===== config.mk =====
export PLATFORM = sky130hd
export DESIGN_NAME = csa_mult_ctrl
export DESIGN_NICKNAME = d
export VERILOG_FILES = /design/src/rtl/mult_pkg.sv /design/src/rtl/FA.sv /design/src/rtl/fa_row.sv /design/src/rtl/csa_mult_ctrl.sv
export SDC_FILE = /design/constraint.sdc
export NUM_CORES = 1
export LEC_CHECK = 0
export BUFFER_PORTS_ARGS = -buffer_cell sky130_fd_sc_hd__clkbuf_2
export CAP_MARGIN = 20
export CORE_MARGIN = 5
export CORE_UTILIZATION = 38
export CTS_BUF_LIST = sky130_fd_sc_hd__clkbuf_4
export DETAILED_ROUTE_END_ITERATION = 7
export SYNTH_ARGS = -nofsm -noshare
export SYNTH_HDL_FRONTEND = slang
export SYNTH_SLANG_ARGS = --single-unit

===== constraint.sdc =====
create_clock -name clk_i -period 15.4 [get_ports clk_i]
set_clock_uncertainty 0.2 [all_clocks]
set_input_delay 0 -clock clk_i [delete_from_list [all_inputs] [get_ports clk_i]]
set_output_delay 0 -clock clk_i [all_outputs]
set_load 0.1 [all_outputs]

===== src/rtl/mult_pkg.sv =====
// rtl/mult_pkg.sv - shared constants for the iterative multiplier
package mult_pkg;

    localparam int MULT_W = 8;

    typedef enum logic [1:0] {
        IDLE = 2'd0,
        ACC  = 2'd1,
        RSLV = 2'd2,
        DONE = 2'd3
    } state_e;

    // Third-input select for each cell of the shared adder row
    localparam logic ROW_CSA    = 1'b0;
    localparam logic ROW_RIPPLE = 1'b1;

endpackage


===== src/rtl/FA.sv =====
// rtl/FA.sv - single-bit full adder cell
module FA (
    input  logic a_i,
    input  logic b_i,
    input  logic c_i,
    output logic s_o,
    output logic c_o
);

    assign s_o = a_i ^ b_i ^ c_i;
    assign c_o = (a_i & b_i) | (c_i & (a_i ^ b_i));

endmodule


===== src/rtl/fa_row.sv =====
// rtl/fa_row.sv - W full adders usable as a carry-save row or a ripple adder
module fa_row
    import mult_pkg::*;
#(
    parameter int W = MULT_W
) (
    input  logic [W-1:0] a_i,
    input  logic [W-1:0] b_i,
    input  logic [W-1:0] pp_i,
    input  logic         mode_i,
    output logic [W-1:0] fs_o,
    output logic [W-1:0] fc_o
);

    // Each cell keeps its own carry net so the ripple chain links scalars, not bits of one vector
    for (genvar j = 0; j < W; j++) begin : g_cell
        logic ci;
        logic co;
        logic so;

        if (j == 0) begin : g_first
            assign ci = (mode_i == ROW_RIPPLE) ? 1'b0 : pp_i[j];
        end else begin : g_rest
            assign ci = (mode_i == ROW_RIPPLE) ? g_cell[j-1].co : pp_i[j];
        end

        FA u_fa (
            .a_i (a_i[j]),
            .b_i (b_i[j]),
            .c_i (ci),
            .s_o (so),
            .c_o (co)
        );

        assign fs_o[j] = so;
        assign fc_o[j] = co;
    end

endmodule


===== src/rtl/csa_mult_ctrl.sv =====
// rtl/csa_mult_ctrl.sv - sequences one fa_row over W carry-save steps plus one ripple resolve
module csa_mult_ctrl
    import mult_pkg::*;
#(
    parameter int W = MULT_W
) (
    input  logic           clk_i,
    input  logic           rst_i,
    input  logic           start_i,
    input  logic [W-1:0]   a_i,
    input  logic [W-1:0]   b_i,
    output logic           busy_o,
    output logic           done_o,
    output logic [2*W-1:0] p_o
);

    localparam int CW = (W > 1) ? $clog2(W) : 1;
    localparam logic [CW-1:0] CNT_LAST = CW'(W - 1);

    state_e           state_q;
    logic [W-1:0]     areg_q;
    logic [W-1:0]     breg_q;
    logic [W-1:0]     sreg_q;
    logic [W-1:0]     creg_q;
    logic [W-1:0]     lo_q;
    logic [CW-1:0]    cnt_q;
    logic             busy_q;
    logic             done_q;
    logic [2*W-1:0]   p_q;

    logic [W-1:0]     pp;
    logic [W-1:0]     fs;
    logic [W-1:0]     fc;
    logic             row_mode;

    assign pp       = areg_q & {W{breg_q[0]}};
    assign row_mode = (state_q == RSLV) ? ROW_RIPPLE : ROW_CSA;

    fa_row #(.W(W)) u_row (
        .a_i    (sreg_q),
        .b_i    (creg_q),
        .pp_i   (pp),
        .mode_i (row_mode),
        .fs_o   (fs),
        .fc_o   (fc)
    );

    always_ff @(posedge clk_i) begin
        if (rst_i) begin
            state_q <= IDLE;
            areg_q  <= '0;
            breg_q  <= '0;
            sreg_q  <= '0;
            creg_q  <= '0;
            lo_q    <= '0;
            cnt_q   <= '0;
            busy_q  <= 1'b0;
            done_q  <= 1'b0;
            p_q     <= '0;
        end else begin
            done_q <= 1'b0;
            case (state_q)
                IDLE, DONE: begin
                    if (start_i) begin
                        areg_q  <= a_i;
                        breg_q  <= b_i;
                        sreg_q  <= '0;
                        creg_q  <= '0;
                        lo_q    <= '0;
                        cnt_q   <= '0;
                        busy_q  <= 1'b1;
                        state_q <= ACC;
                    end else begin
                        state_q <= IDLE;
                    end
                end
                ACC: begin
                    // Bit 0 of the running sum is final; it retires into the low half
                    lo_q   <= {fs[0], lo_q[W-1:1]};
                    sreg_q <= {1'b0, fs[W-1:1]};
                    creg_q <= fc;
                    breg_q <= breg_q >> 1;
                    cnt_q  <= cnt_q + CW'(1);
                    if (cnt_q == CNT_LAST) begin
                        state_q <= RSLV;
                    end
                end
                RSLV: begin
                    p_q     <= {fs, lo_q};
                    busy_q  <= 1'b0;
                    done_q  <= 1'b1;
                    state_q <= DONE;
                end
                default: state_q <= IDLE;
            endcase
        end
    end

    assign busy_o = busy_q;
    assign done_o = done_q;
    assign p_o    = p_q;

endmodule

==> key figures, run 1 <==
Power and ir drop
  • Static Leak: 1.18 nW
  • Worst VDD drop: 0.0611 mV
  • Power density over the cells: 153 mW/mm^2
  • Total power after layout: 0.000488 W

Placed design
  • DPL Wire Length: 3480 microns
  • Gpl congestion: 0.744
  • Post-Place Worst Slack: 9.84 ns
  • Number of port buffers: 36

Route
  • Number of vias per cell after detailed routing: 4.81
  • Vias: 2137
  • DRC violations left: 0
  • 1st-iter DRT viols: 129
  • Average routed wire per standard cell: 12.8 microns
  • Detailed Routing Iterations Pass 1: 4
  • Wire length after detailed routing: 5700 microns
  • Routed Antenna Nets: 0

Logic synthesis
  • Sequential-to-total area share from yosys stat: 45.9%
  • Synthesized netlist cell count: 299
  • Netlist area before placement: 0.00270 sq mm
  • Distinct cell type count after synthesis: 23
  • Count of state elements after synthesis: 62
  • Number of nets produced by synthesis: 332
  • Count of synthesis-stage warnings from yosys: 0
  • Synthesized area per cell: 9.04 sq um

Clock network
  • CTS max path bufs: 2
  • Number of clock buffers inserted by TritonCTS: 9
  • Clock Tree Root: sky130_fd_sc_hd__clkbuf_4
  • Clk pin slew, worst setup/hold paths: 0.10 ns
  • Number of buffers added for setup after CTS: 0
  • TritonCTS clock tree: done
  • Worst-skew pair later-pin latency: 0.40 ns
  • Clock sinks: 62
  • Maximum level of the CTS H-tree: 3

GRT
  • Global Route met3 Usage: 3.67%
  • Largest net degree at the start of global routing: 63
  • GR Util All Layers: 13.9%
  • Fraction of met1 tracks used by global routing: 17.2%
  • GR Overflow Total: 0
  • First-pass GRT wire length: 9680 microns
  • Global routing usage on met2: 22.7%
  • Most used routing layer in global routing: met2
  • Via count of the first global-routing pass: 2136
  • Number of antenna violations at the first check in global routing: 0

Worst setup path
  • CP startpoint kind: register
  • Critical Path End Type: register
  • Crit path kind: reg2reg
  • Number of cells on the worst reg-to-reg path: 20
  • Critical path fanouts, max: 23
  • Data required time at the worst endpoint: 15.47 ns
  • Reg-to-reg critical path startpoint: state_q[0]
  • Critical register-to-register path endpoint: p_o[15]
  • Minimum setup slack among reg-to-reg paths: 9.80 ns
  • Endpoint arrival time on the critical path: 5.67 ns

STA
  • Count of endpoints failing setup in the final report: 0
  • Final worst setup slack: 9.80 ns
  • Setup TNS: 0 ns
  • Worst slew pin tran: 0.853 ns
  • Hold WS: 0.170 ns
  • Count of final hold-check violations: 0
  • Tcrit/Tclk final: 36.4%
  • Max frequency: 179 MHz
  • Minimum clock period after layout: 5.60 ns
  • Setup repair after global routing missed its margin: false
  • Pins over their slew limit: 0
  • Max-slew headroom: 41.9%

Die
  • CORE AREA: 0.00687 sq mm
  • I/O Pins: 37
  • Horizontal die dimension: 94.3 microns
  • Chip Height: 94.3 microns
  • Die footprint: 0.00890 sq mm
  • Number of core rows: 30
  • Initial core utilization: 39.3%

Worst hold path
  • Worst hold endpoint: areg_q[5]
  • Worst hold path startpoint: a_i[5]
  • Worst hold path cell count: 4
  • Min-delay worst type: in2reg

Layout
  • Layout Nets: 378
  • Final design utilization: 46.5%
  • Area added between synthesis and finish: 18.2%
  • Number of diodes: 0
  • Share of layout cells above drive strength 1: 16.7%

Status
  • Status: complete, no violations

Job
  • Max-capacitance violation count: 0
-- synth_stat cells, drive strengths merged --
master  count  share of area, %
nor2       28               3.9
a32oi       1              0.32
buf        13               3.0
nand3b     12               3.3
nand3      15               2.8
ha          7               3.2
a21oi      36               6.7
dfxtp      62                46
a211oi     14               3.9
mux2i      22               8.6
nand2b      1              0.23
inv        13               1.8
mux2        5               2.2
nand2      51               7.1
clkbuf     10               1.4
and2        1              0.23
fa          7               5.2
nor2b       1              0.23
-- worst max-delay path, stage by stage (launching register included) --
cell	delay [ns]
sky130_fd_sc_hd__dfxtp_1	0.36
sky130_fd_sc_hd__inv_1	0.07
sky130_fd_sc_hd__ha_1	0.20
sky130_fd_sc_hd__buf_4	0.24
sky130_fd_sc_hd__inv_1	0.09
sky130_fd_sc_hd__a32oi_1	0.12
sky130_fd_sc_hd__fa_1	0.46
sky130_fd_sc_hd__mux2_2	0.29
sky130_fd_sc_hd__fa_1	0.42
sky130_fd_sc_hd__mux2_2	0.29
sky130_fd_sc_hd__fa_1	0.43
sky130_fd_sc_hd__mux2i_1	0.21
sky130_fd_sc_hd__fa_1	0.23
sky130_fd_sc_hd__a21oi_1	0.09
sky130_fd_sc_hd__fa_1	0.45
sky130_fd_sc_hd__mux2_2	0.29
sky130_fd_sc_hd__fa_1	0.43
sky130_fd_sc_hd__mux2i_1	0.16
sky130_fd_sc_hd__ha_1	0.26
sky130_fd_sc_hd__mux2i_1	0.14
sky130_fd_sc_hd__nor2_1	0.05
-- what timing repair did --
action                                 4_1_cts  5_1_grt
hold buffers                                19        0
endpoints found under the hold margin       33        0
gates resized for setup                      0        0
-- final cells by class --
| class | instances | area (sq um) |
|---|---|---|
| Timing Repair Buffer | 58 | 393 |
| Sequential cell | 62 | 1240 |
| Fill cell | 694 | 3670 |
| Multi-Input combinational cell | 201 | 1290 |
| Inverter | 13 | 48.8 |
| Clock buffer | 11 | 82.6 |
| Clock inverter | 3 | 13.8 |
| Tap cell | 96 | 120 |
-- routing by layer --
layer / wire, microns / part of all wire (%) / up-vias
li1: - / - / 1095
met1: 2650 / 47 / 991
met2: 2720 / 48 / 45
met3: 246 / 4.3 / 6
met4: 75 / 1.3 / 0
met5: 0 / 0 / -
-- worst max-delay path by stage --
stage | depth (start not counted) | endpoint | slack [ns] | startpoint
floorplan | 21 | p_o[15] | 9.94 | state_q[0]
detailed placement | 20 | p_o[15] | 9.84 | state_q[0]
CTS | 20 | p_o[15] | 9.80 | state_q[0]
finish | 20 | p_o[15] | 9.80 | state_q[0]
global placement | 20 | p_o[15] | 9.93 | state_q[0]
global route | 20 | p_o[15] | 9.44 | state_q[0]
-- cells in the final DEF (no fill, tap or decap), types with 4 or more instances in the layout --
cell type and n:
sky130_fd_sc_hd__inv_1 13, sky130_fd_sc_hd__clkbuf_2 36, sky130_fd_sc_hd__clkbuf_4 11, sky130_fd_sc_hd__nand3b_1 12
sky130_fd_sc_hd__nand2_1 51, sky130_fd_sc_hd__a21oi_1 36, sky130_fd_sc_hd__mux2_2 4, sky130_fd_sc_hd__fa_1 7
sky130_fd_sc_hd__nor2_1 28, sky130_fd_sc_hd__dfxtp_1 62, sky130_fd_sc_hd__nand3_1 15, sky130_fd_sc_hd__ha_1 7
sky130_fd_sc_hd__mux2i_1 21, sky130_fd_sc_hd__a211oi_1 14, sky130_fd_sc_hd__dlygate4sd3_1 19
-- kinds of logic after synthesis --
family	after synthesis	synth area share, %
multiplexers	27	10.8
adder cells (fa/ha/maj)	14	8.43
AND/OR/NAND/NOR	109	17.8
AO/OA/AOI/OAI	51	10.9
flip-flops	62	45.9
buffers and inverters	36	6.16
-- state kept, by name, indices dropped and copies added (netlist names), 2 cells and up --
name,flops
p_o,16
cnt_q,3
breg_q,8
areg_q,8
sreg_q,7
lo_q,8
creg_q,8
state_q,2
-- per-stage QoR --
| step | instances | instance area (sq um) |
|---|---|---|
| 2_1_floorplan | 299 | 2700 |
| 3_3_place_gp | 411 | 2910 |
| 3_5_place_dp | 411 | 2910 |
| 4_1_cts | 444 | 3190 |
| 5_1_grt | 444 | 3190 |
| 6_report | 444 | 3190 |
-- where the power goes --
part	leakage, nW	switching (W)	internal, W
registers	0.504	0.0000143	0.000182
clock network	0.0600	0.0000545	0.0000341
logic	0.617	0.000146	0.0000577
Power figures use the tool's default switching activity.
==> run 2: changes to the inputs <==
- clock period: 15.4 -> 4.51 ns (I/O delays scaled with it)
==> key figures, run 2 (synthesized netlist as in run 1, its figures left out) <==
Clock network
  • TritonCTS clock tree: done
  • Worst-skew pair later-pin latency: 0.41 ns (about the same)
  • Clock Tree Root: sky130_fd_sc_hd__clkbuf_4
  • Maximum level of the CTS H-tree: 3 (unchanged)
  • Clk pin slew, worst setup/hold paths: 0.10 ns (about the same)
  • CTS max path bufs: 2 (unchanged)
  • Clock sinks: 62 (unchanged)
  • Number of clock buffers inserted by TritonCTS: 9 (unchanged)

Layout
  • Most common cell after layout, fill and taps aside: sky130_fd_sc_hd__dfxtp_1
  • Layout fillers: 670 (-3.5%)
  • Commonest non-fill, non-tap cells in the layout: sky130_fd_sc_hd__dfxtp_1 (60), sky130_fd_sc_hd__nand2_1 (51), sky130_fd_sc_hd__clkbuf_2 (36)
  • Post-layout instance area: 0.00347 sq mm (+8.8%)
  • Final design utilization: 50.6% (+4.1 points)
  • Area added between synthesis and finish: 28.6%
  • Share of layout cells above drive strength 1: 22.5% (+5.8 points)
  • Number of diodes: 0 (unchanged)
  • Layout Nets: 397 (+5.0%)
  • Number of flip-flops in the largest register: 16 (unchanged)
  • Non-Filler Instances: 465 (+4.7%)

Worst hold path
  • Min-delay worst type: reg2reg
  • Worst hold endpoint: lo_q[0]
  • Worst hold path startpoint: lo_q[0]
  • Worst hold path cell count: 2 (-2)

Worst setup path
  • Critical path fanouts, max: 2 (-91%)
  • Critical Path End Type: register
  • CP startpoint kind: register
  • Reg-to-reg critical path startpoint: state_q[0]
  • Critical register-to-register path endpoint: p_o[15]
  • Endpoint arrival time on the critical path: 4.69 ns (-0.98 ns)
  • Minimum setup slack among reg-to-reg paths: -0.1 ns (-9.89 ns)
  • Data required time at the worst endpoint: 4.60 ns (-10.87 ns)
  • Number of cells on the worst reg-to-reg path: 19 (-5.0%)
  • Crit path kind: reg2reg

GRT
  • GR Util All Layers: 14.1% (+0.14 points)
  • Largest net degree at the start of global routing: 63 (unchanged)
  • Number of antenna violations at the first check in global routing: 0 (unchanged)
  • GR Overflow Total: 0 (unchanged)
  • First-pass GRT wire length: 9690 microns (+0.14%)
  • Via count of the first global-routing pass: 2081 (-2.6%)

Die
  • CORE AREA: 0.00687 sq mm (unchanged)
  • I/O Pins: 37 (unchanged)
  • Chip Height: 94.3 microns (unchanged)
  • Die footprint: 0.00890 sq mm (unchanged)
  • Horizontal die dimension: 94.3 microns (unchanged)
  • Number of core rows: 30 (unchanged)
  • Initial core utilization: 39.3% (unchanged)

Route
  • Wire length after detailed routing: 5940 microns (+4.3%)
  • 1st-iter DRT viols: 118 (-8.5%)
  • Detailed Routing Iterations Pass 1: 4 (unchanged)
  • Routed Antenna Nets: 0 (unchanged)
  • Number of vias per cell after detailed routing: 4.80 (-0.36%)
  • DRC violations left: 0 (unchanged)
  • Average routed wire per standard cell: 12.8 microns (-0.44%)
  • Vias: 2230 (+4.4%)

STA
  • Setup repair after global routing missed its margin: true
  • Count of final hold-check violations: 0 (unchanged)
  • Pins over their slew limit: 0 (unchanged)
  • Worst slew pin tran: 0.834 ns (-0.0190 ns)
  • Count of endpoints failing setup in the final report: 2 (+2)
  • Max-slew headroom: 43.2% (+1.3 points)
  • Max frequency: 217 MHz (+22%)
  • Setup TNS: -0.149 ns (-0.149 ns)
  • Final worst setup slack: -0.0956 ns (-9.89 ns)
  • Minimum clock period after layout: 4.61 ns (-0.996 ns)
  • Tcrit/Tclk final: 102% (+66 points)

Placed design
  • Number of port buffers: 36 (unchanged)
  • Area of placed instances: 0.00299 sq mm (+2.7%)
  • DPL Wire Length: 3450 microns (-1.1%)
  • DP Cell Count: 417 (+1.5%)
  • Post-Place Worst Slack: -0.0709 ns (-9.91 ns)
  • Gpl congestion: 0.707 (-5.0%)

Power and ir drop
  • Clk pwr share: 22.7% (+4.5 points)
  • Relative contribution of sequential cells to total power: 35.5% (-4.7 points)
  • Switching Power: 0.000773 W (+260%)
  • Worst VDD drop: 0.367 mV (+500%)
  • Cell-internal power: 0.00110 W (+300%)
  • Fraction of power spent switching nets: 41.2% (-2.7 points)
  • Power density over the cells: 539 mW/mm^2 (+250%)
  • Combinational cell fraction of total power: 41.8% (about the same)
  • Static Leak: 1.33 nW (+13%)

Status
  • Failing checks: setup timing
  • Status: finished, violations left

Job
  • Max-capacitance violation count: 0 (unchanged)
run 2: cell count changes in the layout (fill, tap and decap cells not counted), sizes merged:
cell	before	now
dlygate4sd3	19	29
bufinv	0	2
clkinv	3	5
clkbuf	47	45
buf	3	12
run 2: final cells by class:
class	instances	area, sq um	area share (%)
clock buffers	9	67.6	1.94
clock inverters	7	88.8	2.56
inverters	13	48.8	1.40
multi-input cells	201	1350	38.7
flip-flops and latches	62	1240	35.8
well taps	96	120	3.46
repair buffers	77	561	16.1
run 2: worst max path at each step:
stage | depth (start not counted) | end | start
2_1_floorplan | 21 | p_o[15] | state_q[0]
3_3_place_gp | 19 | p_o[15] | state_q[0]
3_5_place_dp | 19 | p_o[15] | state_q[0]
4_1_cts | 19 | p_o[15] | state_q[0]
5_1_grt | 19 | p_o[15] | state_q[0]
6_report | 19 | p_o[15] | state_q[0]
run 2: power groups by stage:
stage          Sequential [W]  Combinational [W]  Clock, W
3_5_place_dp         0.000674           0.000725         0
6_report             0.000666           0.000782  0.000425
5_1_grt              0.000677           0.000848  0.000468
3_3_place_gp         0.000670           0.000725         0
2_1_floorplan        0.000822           0.000472         0
4_1_cts              0.000664           0.000780  0.000445
run 2: metal layers:
layer / wire (microns) / share of wire (%) / track usage, % / vias to the layer above
li1: - / - / - / 1137
met1: 2690 / 45 / 17.1 / 1036
met2: 2800 / 47 / 22.7 / 52
met3: 392 / 6.6 / 6.14 / 5
met4: 56 / 0.94 / 3.97 / 0
met5: 0 / 0 / 0 / -
run 2: timing repair:
action                                 4_1_cts  5_1_grt
buffers inserted                             0        3
resized for setup                            2        1
hold buffers                                29        0
pin swaps                                    0        3
endpoints found under the hold margin       55        0
setup endpoints to repair                    2        4
run 2: through the flow:
step	power (W)	hold slack [ns]
global placement	0.00139	0.0300
detailed placement	0.00140	0.0311
floorplan	0.00129	-0.0640
global route	0.00199	0.256
CTS	0.00189	0.212
finish	0.00187	0.259
run 2: worst max-delay path, cell delays in order, from the launching register on:
cell                      delay (ns)
sky130_fd_sc_hd__dfxtp_2        0.35
sky130_fd_sc_hd__inv_2          0.05
sky130_fd_sc_hd__ha_4           0.15
sky130_fd_sc_hd__inv_2          0.05
sky130_fd_sc_hd__a32oi_2        0.12
sky130_fd_sc_hd__fa_2           0.35
sky130_fd_sc_hd__mux2_4         0.27
sky130_fd_sc_hd__fa_2           0.33
sky130_fd_sc_hd__mux2_4         0.27
sky130_fd_sc_hd__fa_2           0.33
sky130_fd_sc_hd__mux2i_1        0.18
sky130_fd_sc_hd__fa_2           0.24
sky130_fd_sc_hd__a21oi_2        0.06
sky130_fd_sc_hd__fa_2           0.33
sky130_fd_sc_hd__mux2_4         0.27
sky130_fd_sc_hd__fa_2           0.34
sky130_fd_sc_hd__mux2i_1        0.14
sky130_fd_sc_hd__ha_1           0.25
sky130_fd_sc_hd__mux2i_1        0.14
sky130_fd_sc_hd__nor2_1         0.06
==> run 3: changes to the inputs <==
- SETUP_SLACK_MARGIN: default -> 0.4
==> key figures, run 3 (synthesized netlist as in run 1, its figures left out) <==
Status
  • Status: finished, violations left
  • Failing checks: setup timing

STA
  • Max frequency: 219 MHz (+0.66%)
  • Max-slew headroom: 42.2% (-1.0 points)
  • Tcrit/Tclk final: 101% (-0.67 points)
  • Final worst setup slack: -0.0655 ns (+0.0301 ns)
  • Count of endpoints failing setup in the final report: 2 (unchanged)
  • Pins over their slew limit: 0 (unchanged)
  • Count of final hold-check violations: 0 (unchanged)
  • Worst slew pin tran: 0.849 ns (+0.0154 ns)
  • Setup repair after global routing missed its margin: true
  • Minimum clock period after layout: 4.58 ns (-0.0301 ns)

Worst hold path
  • Worst hold path cell count: 4 (+2)
  • Worst hold path startpoint: b_i[6]
  • Worst hold endpoint: breg_q[6]
  • Min-delay worst type: in2reg

Route
  • Wire length after detailed routing: 5830 microns (-1.8%)
  • Detailed Routing Iterations Pass 1: 4 (unchanged)
  • Vias: 2182 (-2.2%)
  • 1st-iter DRT viols: 111 (-5.9%)
  • Average routed wire per standard cell: 12.6 microns (-1.2%)
  • DRC violations left: 0 (unchanged)
  • Routed Antenna Nets: 0 (unchanged)
  • Number of vias per cell after detailed routing: 4.72 (-1.5%)

Placed design
  • DP Cell Count: 417 (unchanged)
  • Post-Place Worst Slack: -0.112 ns (-0.0409 ns)
  • Gpl congestion: 0.760 (+7.5%)
  • DPL Wire Length: 3580 microns (+3.7%)
  • Number of port buffers: 36 (unchanged)
  • Area of placed instances: 0.00299 sq mm (unchanged)

Worst setup path
  • Endpoint arrival time on the critical path: 4.67 ns (-0.02 ns)
  • Reg-to-reg critical path startpoint: state_q[0]
  • CP startpoint kind: register
  • Critical Path End Type: register
  • Most common cell type on the critical path: sky130_fd_sc_hd__fa_2
  • Crit path kind: reg2reg
  • Cell family with most CP delay: adder cells
  • Logic depth of the worst setup path including buffers: 19 (unchanged)
  • Minimum setup slack among reg-to-reg paths: -0.07 ns (+0.03 ns)
  • Data required time at the worst endpoint: 4.60 ns (about the same)
  • Number of cells on the worst reg-to-reg path: 19 (unchanged)
  • Maximum single-stage delay on the critical path: 0.35 ns (about the same)
  • Critical Path Slowest Stage Cell: sky130_fd_sc_hd__fa_2
  • Cell breakdown of the critical path: inv_2, ha_4, inv_2, a32oi_2, fa_2, mux2_4, fa_2, mux2_4, fa_2, mux2i_1, fa_2, a21oi_2, fa_2, mux2_4, fa_2, mux2i_1, ha_1, mux2i_1, nor2_1
  • Critical register-to-register path endpoint: p_o[15]
  • Buffer and inverter count on the worst path: 2 (unchanged)
  • Critical path fanouts, max: 2 (unchanged)

Layout
  • Non-Filler Instances: 462 (-0.65%)
  • Most common cell after layout, fill and taps aside: sky130_fd_sc_hd__dfxtp_1
  • Number of flip-flops in the largest register: 16 (unchanged)
  • Layout fillers: 669 (-0.15%)
  • Share of layout cells above drive strength 1: 21.6% (-0.91 points)
  • Layout Nets: 395 (-0.50%)
  • Final design utilization: 50.3% (-0.33 points)
  • Number of diodes: 0 (unchanged)
  • Commonest non-fill, non-tap cells in the layout: sky130_fd_sc_hd__dfxtp_1 (61), sky130_fd_sc_hd__nand2_1 (51), sky130_fd_sc_hd__clkbuf_2 (36)
  • Post-layout instance area: 0.00345 sq mm (-0.65%)
  • Area added between synthesis and finish: 27.7%

GRT
  • Via count of the first global-routing pass: 2244 (+7.8%)
  • Largest net degree at the start of global routing: 63 (unchanged)
  • Number of antenna violations at the first check in global routing: 0 (unchanged)
  • GR Util All Layers: 15.0% (+0.88 points)
  • GR Overflow Total: 0 (unchanged)
  • First-pass GRT wire length: 10400 microns (+7.5%)

Die
  • Number of core rows: 30 (unchanged)
  • Horizontal die dimension: 94.3 microns (unchanged)
  • Chip Height: 94.3 microns (unchanged)
  • Die footprint: 0.00890 sq mm (unchanged)
  • CORE AREA: 0.00687 sq mm (unchanged)
  • I/O Pins: 37 (unchanged)
  • Initial core utilization: 39.3% (unchanged)

Power and ir drop
  • Static Leak: 1.32 nW (-0.91%)
  • Total power after layout: 0.00187 W (-0.37%)
  • Power density over the cells: 541 mW/mm^2 (+0.28%)
  • Worst VDD drop: 0.379 mV (+3.2%)

Clock network
  • Clock sinks: 62 (unchanged)
  • Maximum level of the CTS H-tree: 3 (unchanged)
  • Clock Tree Root: sky130_fd_sc_hd__clkbuf_4
  • Number of clock buffers inserted by TritonCTS: 9 (unchanged)
  • TritonCTS clock tree: done
  • CTS max path bufs: 2 (unchanged)
  • Worst-skew pair later-pin latency: 0.41 ns (about the same)
  • Clk pin slew, worst setup/hold paths: 0.11 ns (about the same)

Job
  • Max-capacitance violation count: 0 (unchanged)
==> run 3: worst max-delay path by stage <==
stage                    start       to
finish              state_q[0]  p_o[15]
global placement    state_q[0]  p_o[15]
floorplan           state_q[0]  p_o[15]
global route        state_q[0]  p_o[15]
detailed placement  state_q[0]  p_o[15]
CTS                 state_q[0]  p_o[15]
==> run 3: power by group <==
group	leakage (nW)	switching, W	internal, W
clock	0.0860	0.000198	0.000226
combinational	0.731	0.000522	0.000255
sequential	0.504	0.0000434	0.000621
total	1.32	0.000764	0.00110
==> run 3: final cells by class <==
| type | instances | area, sq um | share of cell area, % |
|---|---|---|---|
| inverters | 13 | 48.8 | 1.41 |
| multi-input cells | 201 | 1350 | 39.0 |
| repair buffers | 75 | 546 | 15.8 |
| flip-flops and latches | 62 | 1240 | 36.0 |
| well taps | 96 | 120 | 3.48 |
| clock inverters | 5 | 75.1 | 2.17 |
| clock buffers | 10 | 75.1 | 2.17 |
==> run 3: per-stage QoR <==
stage | hold slack [ns] | TNS (ns)
floorplan | -0.0640 | -0.412
global placement | 0.0301 | -0.0376
detailed placement | 0.0313 | -0.171
CTS | 0.221 | -0.134
global route | 0.250 | -0.611
finish | 0.252 | -0.105
==> run 3: timing repair <==
item	in CTS	in global routing
gates resized for setup	2	0
gates cloned	0	0
setup buffers	1	0
endpoints found under the hold margin	47	0
hold buffers	29	0
setup endpoints to repair	6	6
==> run 3: layer usage <==
layer  routed length [microns]  global-route usage, %  share of wire (%)
met1                      2720                   18.7                 47
met2                      2650                   23.9                 45
met3                       373                   5.42                6.4
met4                        82                   5.05                1.4
met5                         0                      0                  0
==> run 3: worst min-delay path, stage by stage <==
cell	delay, ns
sky130_fd_sc_hd__dlygate4sd3_1	0.53
sky130_fd_sc_hd__clkbuf_2	0.10
sky130_fd_sc_hd__mux2i_1	0.12
sky130_fd_sc_hd__a211oi_1	0.08
